`src/rtl/wb_port_arbiter_if.sv`:
```
// rtl/wb_port_arbiter_if.sv - EXU/LSU completion bus into the register-file write port
// Purpose: bundles both completion requests, their readys, the flush input and the
//          registered register-file write outputs with the retire counter.
// Modports: master - completion sources and register file (drive requests, see results)
//           slave  - wb_port_arbiter (grants requests, drives the write port)
// Parameters: XLEN - write data width, CNT_W - retire counter width.
interface wb_port_arbiter_if #(
    parameter int XLEN  = 32,
    parameter int CNT_W = 32
);
    logic             i_exu_valid;
    logic [4:0]       i_exu_rd;
    logic [XLEN-1:0]  i_exu_wdata;
    logic             o_exu_ready;
    logic             i_lsu_valid;
    logic [4:0]       i_lsu_rd;
    logic [XLEN-1:0]  i_lsu_wdata;
    logic             o_lsu_ready;
    logic             i_flush;
    logic             o_reg_wen;
    logic [4:0]       o_rd_addr;
    logic [XLEN-1:0]  o_rd_wdata;
    logic [CNT_W-1:0] o_retire_cnt;

    modport master (
        output i_exu_valid, i_exu_rd, i_exu_wdata,
        output i_lsu_valid, i_lsu_rd, i_lsu_wdata,
        output i_flush,
        input  o_exu_ready, o_lsu_ready,
        input  o_reg_wen, o_rd_addr, o_rd_wdata, o_retire_cnt
    );

    modport slave (
        input  i_exu_valid, i_exu_rd, i_exu_wdata,
        input  i_lsu_valid, i_lsu_rd, i_lsu_wdata,
        input  i_flush,
        output o_exu_ready, o_lsu_ready,
        output o_reg_wen, o_rd_addr, o_rd_wdata, o_retire_cnt
    );
endinterface

```
`src/rtl/wb_port_arbiter.sv`:
```
// rtl/wb_port_arbiter.sv - arbitrates EXU and LSU completions onto one register-file write port
// Purpose: grants at most one completion per cycle, registers the chosen write for one
//          cycle and counts committed (non-flushed) writes, including x0 writes.
// Ports:   i_clk - clock; i_rst - synchronous active-high reset;
//          bus   - wb_port_arbiter_if.slave (requests, readys, flush, write port, counter).
// Parameters: XLEN, STARVE_LIMIT (base build only), CNT_W.
// Build option: YSYX_24090003_WB_RR_EN selects round-robin arbitration; when undefined,
//               LSU has fixed priority with an EXU starvation guard.
module wb_port_arbiter #(
    parameter int XLEN         = 32,
    parameter int STARVE_LIMIT = 4,
    parameter int CNT_W        = 32
) (
    input  logic               i_clk,
    input  logic               i_rst,
    wb_port_arbiter_if.slave   bus
);
    logic             exu_grant;
    logic             lsu_grant;
    logic             xfer;
    logic             commit;
    logic [4:0]       sel_rd;
    logic [XLEN-1:0]  sel_wdata;

    logic             reg_wen;
    logic [4:0]       rd_addr;
    logic [XLEN-1:0]  rd_wdata;
    logic [CNT_W-1:0] retire_cnt;

`ifdef YSYX_24090003_WB_RR_EN
    // 1 = EXU preferred on the next conflict, 0 = LSU preferred.
    logic ptr_exu;
`else
    localparam int SW = $clog2(STARVE_LIMIT + 1);
    localparam logic [SW-1:0] LIMIT = SW'(STARVE_LIMIT);
    logic [SW-1:0] starve_cnt;
`endif

    always_comb begin
        exu_grant = 1'b0;
        lsu_grant = 1'b0;
`ifdef YSYX_24090003_WB_RR_EN
        if (bus.i_exu_valid && bus.i_lsu_valid) begin
            exu_grant = ptr_exu;
            lsu_grant = !ptr_exu;
        end else begin
            exu_grant = bus.i_exu_valid;
            lsu_grant = bus.i_lsu_valid;
        end
`else
        // A starved EXU overrides the LSU's fixed priority.
        exu_grant = bus.i_exu_valid && (!bus.i_lsu_valid || starve_cnt == LIMIT);
        lsu_grant = bus.i_lsu_valid && !exu_grant;
`endif
    end

    assign xfer      = exu_grant || lsu_grant;
    assign commit    = xfer && !bus.i_flush;
    assign sel_rd    = exu_grant ? bus.i_exu_rd    : bus.i_lsu_rd;
    assign sel_wdata = exu_grant ? bus.i_exu_wdata : bus.i_lsu_wdata;

    assign bus.o_exu_ready  = exu_grant;
    assign bus.o_lsu_ready  = lsu_grant;
    assign bus.o_reg_wen    = reg_wen;
    assign bus.o_rd_addr    = rd_addr;
    assign bus.o_rd_wdata   = rd_wdata;
    assign bus.o_retire_cnt = retire_cnt;

    // Write port: x0 writes retire but never enable the register file, and the
    // address/data stay put whenever no real write is issued.
    always_ff @(posedge i_clk) begin
        if (i_rst) begin
            reg_wen    <= 1'b0;
            rd_addr    <= '0;
            rd_wdata   <= '0;
            retire_cnt <= '0;
        end else begin
            reg_wen <= commit && (sel_rd != 5'd0);
            if (commit && (sel_rd != 5'd0)) begin
                rd_addr  <= sel_rd;
                rd_wdata <= sel_wdata;
            end
            if (commit) begin
                retire_cnt <= retire_cnt + CNT_W'(1);
            end
        end
    end

    // Arbitration state ignores flush: a flushed transfer still counts as a grant.
`ifdef YSYX_24090003_WB_RR_EN
    always_ff @(posedge i_clk) begin
        if (i_rst) begin
            ptr_exu <= 1'b0;
        end else if (exu_grant) begin
            ptr_exu <= 1'b0;
        end else if (lsu_grant) begin
            ptr_exu <= 1'b1;
        end
    end
`else
    always_ff @(posedge i_clk) begin
        if (i_rst) begin
            starve_cnt <= '0;
        end else if (bus.i_exu_valid && !exu_grant) begin
            if (starve_cnt != LIMIT) begin
                starve_cnt <= starve_cnt + SW'(1);
            end
        end else begin
            starve_cnt <= '0;
        end
    end
`endif
endmodule
```
`src/flat_wrapper.sv`:
```
// flat-port wrapper written by rule: the top's interface ports become plain ports
module wb_port_arbiter_flat 
#(
    parameter int XLEN         = 32,
    parameter int STARVE_LIMIT = 4,
    parameter int CNT_W        = 32
)
  (i_clk, i_rst, bus_i_exu_valid, bus_i_exu_rd, bus_i_exu_wdata, bus_i_lsu_valid, bus_i_lsu_rd, bus_i_lsu_wdata, bus_i_flush, bus_o_exu_ready, bus_o_lsu_ready, bus_o_reg_wen, bus_o_rd_addr, bus_o_rd_wdata, bus_o_retire_cnt);
  wb_port_arbiter_if #(.XLEN(XLEN), .CNT_W(CNT_W)) bus_i ();
  input  logic i_clk;
  input  logic i_rst;
  input wire logic [$bits(bus_i.i_exu_valid)-1:0] bus_i_exu_valid;
  input wire logic [$bits(bus_i.i_exu_rd)-1:0] bus_i_exu_rd;
  input wire logic [$bits(bus_i.i_exu_wdata)-1:0] bus_i_exu_wdata;
  input wire logic [$bits(bus_i.i_lsu_valid)-1:0] bus_i_lsu_valid;
  input wire logic [$bits(bus_i.i_lsu_rd)-1:0] bus_i_lsu_rd;
  input wire logic [$bits(bus_i.i_lsu_wdata)-1:0] bus_i_lsu_wdata;
  input wire logic [$bits(bus_i.i_flush)-1:0] bus_i_flush;
  output wire logic [$bits(bus_i.o_exu_ready)-1:0] bus_o_exu_ready;
  output wire logic [$bits(bus_i.o_lsu_ready)-1:0] bus_o_lsu_ready;
  output wire logic [$bits(bus_i.o_reg_wen)-1:0] bus_o_reg_wen;
  output wire logic [$bits(bus_i.o_rd_addr)-1:0] bus_o_rd_addr;
  output wire logic [$bits(bus_i.o_rd_wdata)-1:0] bus_o_rd_wdata;
  output wire logic [$bits(bus_i.o_retire_cnt)-1:0] bus_o_retire_cnt;
  assign bus_i.i_exu_valid = bus_i_exu_valid;
  assign bus_i.i_exu_rd = bus_i_exu_rd;
  assign bus_i.i_exu_wdata = bus_i_exu_wdata;
  assign bus_i.i_lsu_valid = bus_i_lsu_valid;
  assign bus_i.i_lsu_rd = bus_i_lsu_rd;
  assign bus_i.i_lsu_wdata = bus_i_lsu_wdata;
  assign bus_i.i_flush = bus_i_flush;
  assign bus_o_exu_ready = bus_i.o_exu_ready;
  assign bus_o_lsu_ready = bus_i.o_lsu_ready;
  assign bus_o_reg_wen = bus_i.o_reg_wen;
  assign bus_o_rd_addr = bus_i.o_rd_addr;
  assign bus_o_rd_wdata = bus_i.o_rd_wdata;
  assign bus_o_retire_cnt = bus_i.o_retire_cnt;
  wb_port_arbiter #(.XLEN(XLEN), .STARVE_LIMIT(STARVE_LIMIT), .CNT_W(CNT_W)) u_core (.i_clk(i_clk), .i_rst(i_rst), .bus(bus_i));
endmodule
```
`config.mk`:
```
export PLATFORM = sky130hd
export DESIGN_NAME = wb_port_arbiter_flat
export DESIGN_NICKNAME = d
export VERILOG_FILES = /design/src/rtl/wb_port_arbiter_if.sv /design/src/rtl/wb_port_arbiter.sv /design/src/flat_wrapper.sv
export SDC_FILE = /design/constraint.sdc
export NUM_CORES = 1
export LEC_CHECK = 0
export CORE_ASPECT_RATIO = 1.4
export CORE_MARGIN = 1.5
export CORE_UTILIZATION = 30
export CTS_CLUSTER_DIAMETER = 80
export DETAILED_ROUTE_END_ITERATION = 6
export GPL_TIMING_DRIVEN = 0
export SYNTH_ARGS = -nofsm -noshare
export SYNTH_HDL_FRONTEND = slang
export SYNTH_SLANG_ARGS = --single-unit
```
`constraint.sdc`:
```
create_clock -name i_clk -period 2.7 [get_ports i_clk]
set_clock_uncertainty 0.1 [all_clocks]
set_input_delay 0.27 -clock i_clk [delete_from_list [all_inputs] [get_ports i_clk]]
set_output_delay 0.27 -clock i_clk [all_outputs]
set_load 0.01 [all_outputs]
```
---- After elaboration in Yosys (flattened, before gate mapping) ----
Cells that the tools add are included.
storage, ports and cells
  bits in latches ......................... 0
  input port bits ......................... 79
  memories ................................ 0
  logic and storage cells ................. 24
  bits in registers ....................... 73
  output and inout bits ................... 72
  ROM bits ................................ 0
  memory bits (writable) .................. 0
operators by class
  equal/unequal tests ..................... 2
  $add $sub $neg .......................... 2
  reductions and logical operators ........ 12
  order comparisons ....................... 0
  multipliers ............................. 0
  bitwise gates (word level) .............. 1
  multiplexer cells ....................... 2
  shifts and indexed selects .............. 0
  div/mod/pow operators ................... 0
operators by type and width
  operator                                                          count
  32-bit by 1-bit adder with 32-bit output (second input constant)  1
  32-bit two-way mux                                                1
  1-bit logical AND                                                 5
  5-bit two-way mux                                                 1
  5-bit nonzero test                                                1
  3-bit by 1-bit adder with 3-bit output (second input constant)    1
  3-bit == test (second input constant)                             1
  1-bit logical NOT                                                 3
  3-bit inequality test (second input constant)                     1
  1-bit logical OR                                                  2
  2-bit OR reduction                                                1
  1-bit NOT                                                         1

---- Depth between registers and ports, before layout ----
  depth in word-level cells ............... 8
  gate-level depth with buffers ........... 9
  mapped depth without buffers ............ 6

---- Worst setup path after synthesis ----
OpenSTA, ideal clock, no wires.
  path kind ............................... register to register
  start point ............................. register u_core.starve_cnt[0]
  end point ............................... register u_core.rd_wdata[12] (netlist: u_core.bus.o_rd_wdata[12])
  arrival ................................. 2036 ps
  setup slack ............................. 493 ps
  required time ........................... 2528 ps
  period minus slack after synthesis ...... 2207 ps
  stages on the path, launching flop included .. 9
  library setup time ...................... 72 ps
  path buffers ............................ 2
  cell sequence ........................... dfxtp_1 > inv_1 > ha_1 > a21bo_2 > and2_1 > o311ai_1 > buf_2 > buf_2 > mux2i_1
on the way
  word-level cells in the longest chain between the ends .. 8
  elaborated cells on any way between the ends .. 11
  those cells by class .................... eq/ne (1); mux (2); reduce/logical (8)
RTL lines
  item                                                       RTL line                source
  start, declared                                            wb_port_arbiter.sv:36   logic [SW-1:0] starve_cnt;
  start signal, assigned                                     wb_port_arbiter.sv:106  starve_cnt <= starve_cnt + SW'(1);
  3-bit == test *                                            wb_port_arbiter.sv:52   exu_grant = bus.i_exu_valid && (!bus.i_lsu_valid || starve_cnt == LIMIT);
  1-bit logical OR *                                         wb_port_arbiter.sv:52
  1-bit logical AND *                                        wb_port_arbiter.sv:52
  via bus_o_exu_ready                                        flat_wrapper.sv:19      output wire logic [$bits(bus_i.o_exu_ready)-1:0] bus_o_exu_ready;
  branches (longest 5 deep; another with 5-bit two-way mux)  n/a
  end signal, assigned                                       wb_port_arbiter.sv:81   rd_wdata <= sel_wdata;
  end, declared                                              wb_port_arbiter.sv:27   logic [XLEN-1:0] rd_wdata;
Mark *: on every way through the listed nets, which the timed path passes.
A chain may end at the register's enable or synchronous reset.

---- Worst setup path after layout ----
  start point ............................. register u_core.starve_cnt[0]
  end point ............................... register u_core.rd_wdata[23] (netlist: u_core.bus.o_rd_wdata[23])
on the way
  word-level cells in the longest chain between the ends .. 8
  elaborated cells on any way between the ends .. 11
  those cells by class .................... eq/ne (1); mux (2); reduce/logical (8)
RTL lines
  item                                                       RTL line
  3-bit == test *                                            wb_port_arbiter.sv:52
  1-bit logical OR *                                         wb_port_arbiter.sv:52
  1-bit logical AND *                                        wb_port_arbiter.sv:52
  branches (longest 5 deep; another with 5-bit two-way mux)  n/a
Every way passes the cells marked *.

==> flow_metrics.py <==
metrics = {
    "cts": {
        "cts_htree_levels": 3,
        "post_cts_buffers": 0,
        "cts.path.max_buffers": 2,
        "cts_resized": 0,
        "clk-insertion-delay-late_ns": 0.32,
        "cts_hold_buf": 0,
        "cts_sinks": 73,
        "clk_root_buffer_cell": "clkbuf_16",
        "clk_pin_slew_ns": 0.05,
        "cts_tree": "built",
        "cts_buffers": 9,
    },
    "cells_and_area": {
        "layout.cells.non_filler": 768,
        "layout.nets": 696,
        "fill_cells": 1265,
        "drive_gt1_share_pct": 4.69,
        "syn_to_final_growth_pct": 52.3,
        "final_cell_mix": "149 x clkdlybuf4s50_1, 73 x dfxtp_1, 45 x nand2_1",
        "final_common_cell": "clkdlybuf4s50_1",
        "antenna_cells": 0,
    },
    "critical_path": {
        "cp_max_fo": 10,
        "crit_required_ns": 2.85,
        "setup.worst_path.end_class": "flip-flop",
        "worstPathArrival_ns": 2.62,
        "startpoint_type": "flip-flop",
        "critical_path_class": "flip-flop to flip-flop",
    },
    "floorplan": {
        "core_area_um2": 12400,
        "die_x_um": 98.3,
        "die_y_um": 136,
        "dieArea_um2": 13400,
        "row_count": 48,
        "start_util_pct": 30.8,
        "io_pins": 151,
    },
    "grt": {
        "gr-total-overflow": 0,
        "track_usage_pct": 17.8,
        "grt_max_degree": 12,
        "grt_pass1_vias": 3979,
        "antenna_found_initial": 0,
        "grt_pass1_wl_um": 19000,
    },
    "placement": {
        "post-dp-hpwl_um": 9510,
        "globalplace.congestion": 0.855,
        "place_inst": 753,
        "port_buffers": 149,
    },
    "power_and_ir_drop": {
        "leakage_nw": 2.20,
        "power_density_nw_per_um2": 486,
        "total_power_w": 0.00283,
        "ir_worst_vdd_mv": 0.255,
    },
    "sta": {
        "rsz0062_at_grt": "no",
        "worstMarginPinSlew_ns": 0.754,
        "layout_min_cycle_time_ns": 2.47,
        "fmax_mhz": 405,
        "period_share_pct": 91.4,
        "drv_slew": 0,
        "setup-violations-final": 0,
        "slew_headroom_pct": 49.6,
        "hold_violations": 0,
    },
    "synth": {
        "syn_avg_cell_area_um2": 8.41,
        "synth_edf_count": 0,
        "yosysSeqAreaShare_pct": 38.3,
        "synth.top_cell.area_share_pct": 38.3,
        "synthTopCellsByArea": "dfxtp_1 38%, mux2i_1 9.7%, a21boi_0 7.1%, and3_1 6.1%, o21ai_0 5.5%",
        "yosysTopAreaCell": "dfxtp_1",
        "syn_area_um2": 3820,
        "synth_warnings": 0,
        "synth.distinct_cells": 37,
        "synthCells": 454,
        "async_flop_share_pct": 0,
        "ys_ff_latch": 73,
        "syn_nets": 536,
        "synthFlopType": "dfxtp_1",
    },
    "outcome": {
        "outcome": "finished, final reports clean",
    },
    "drt": {
        "postRouteAntennaNets": 0,
        "drt-total-wl_um": 11800,
        "via_per_inst": 5.11,
        "first_pass_iters": 4,
        "wl_per_cell_um": 15.4,
        "drcViolationCount": 0,
        "via_count": 3923,
        "drtIter0Drc": 94,
    },
    "job": {
        "maxCapViolCount": 0,
    },
    "hold_path": {
        "hold_path.class": "input port to flip-flop",
    },
}
-- state kept, by name, summed over array words and instances (netlist names) --
signal	cells
u_core.bus.o_retire_cnt	32
u_core.bus.o_rd_addr	5
u_core.starve_cnt	3
u_core.bus.o_rd_wdata	32
u_core.bus.o_reg_wen	1
-- metal layers --
metal,track usage [%],routed length (um),up-vias
li1,-,-,1960
met1,18.7,4660,1814
met2,32.2,5890,143
met3,7.76,1200,6
met4,4.85,104,0
met5,0,0,-
-- final cells by class --
type,count,area [um2],share of cell area (%)
Inverter,7,26.3,0.452
Timing Repair Buffer,149,1490,25.7
Tap cell,150,188,3.23
Clock buffer,13,280,4.82
Multi-Input combinational cell,334,2160,37.1
Buffer,40,171,2.95
Sequential cell,73,1460,25.2
Clock inverter,2,35.0,0.603
-- synth_stat cells (all sizes together) (3+ instances only) --
library cell,instances
or4,15
buf,8
a21oi,21
and2,3
nor2,17
nand2,45
or3,7
a21boi,36
and4,5
o21ai,42
nand4,11
nor3,4
o31ai,12
clkbuf,32
ha,3
dfxtp,73
nor4,3
xnor2,7
xor2,5
nand3,14
and3,37
inv,7
mux2i,37
-- path summary, 6_finish.rpt --
path | start | end | cells after the start | slack, ns
max | u_core.starve_cnt[0] | u_core.bus.o_rd_wdata[23] | 9 | 0.23
min | i_rst | u_core.bus.o_retire_cnt[14] | 2 | 0.28
max reg2reg | u_core.starve_cnt[0] | u_core.bus.o_rd_wdata[23] | 9 | 0.23
min reg2reg | u_core.bus.o_rd_wdata[17] | u_core.bus.o_rd_wdata[17] | 2 | 0.36
-- metrics by stage --
stage,cell area (um2),util (%),setup slack [ns],TNS (ns),hold slack (ns)
5_1_grt,5810,47.0,0.00689,0,0.285
3_3_place_gp,5500,44.4,-0.0173,-0.128,0.346
6_report,5810,47.0,0.231,0,0.280
4_1_cts,5810,47.0,0.177,0,0.250
2_1_floorplan,3820,-,0.493,0,0.326
3_5_place_dp,5500,44.4,-0.0957,-1.18,0.354
-- worst max-delay path, stage by stage (launching register included) --
cell,delay [ns]
dfxtp_1,0.31
inv_1,0.06
ha_1,0.18
a21bo_2,0.14
clkbuf_1,0.36
nand4_1,0.16
o311ai_1,0.13
buf_2,0.34
buf_2,0.36
mux2i_1,0.24
-- power by group --
group	switching [W]	total [W]	internal, W	leakage (nW)
Sequential	0.0000267	0.00115	0.00112	0.594
Clock	0.000438	0.00125	0.000810	0.158
Combinational	0.000183	0.000431	0.000248	1.44
-- logic make-up (layout without fill, tap and decap cells) --
logic type	count (synthesis)	in the layout	synth area share, %
DFF	73	73	38.3
xor gates and xnor gates	12	12	2.75
adders and majority gates	3	3	0.984
muxes	38	38	10.0
and+or+nand+nor	164	164	23.6
AOI/OAI and AO/OA	117	117	19.1
buffers and inverters	47	211	5.18
No activity file was read; power rests on OpenSTA's default activity.
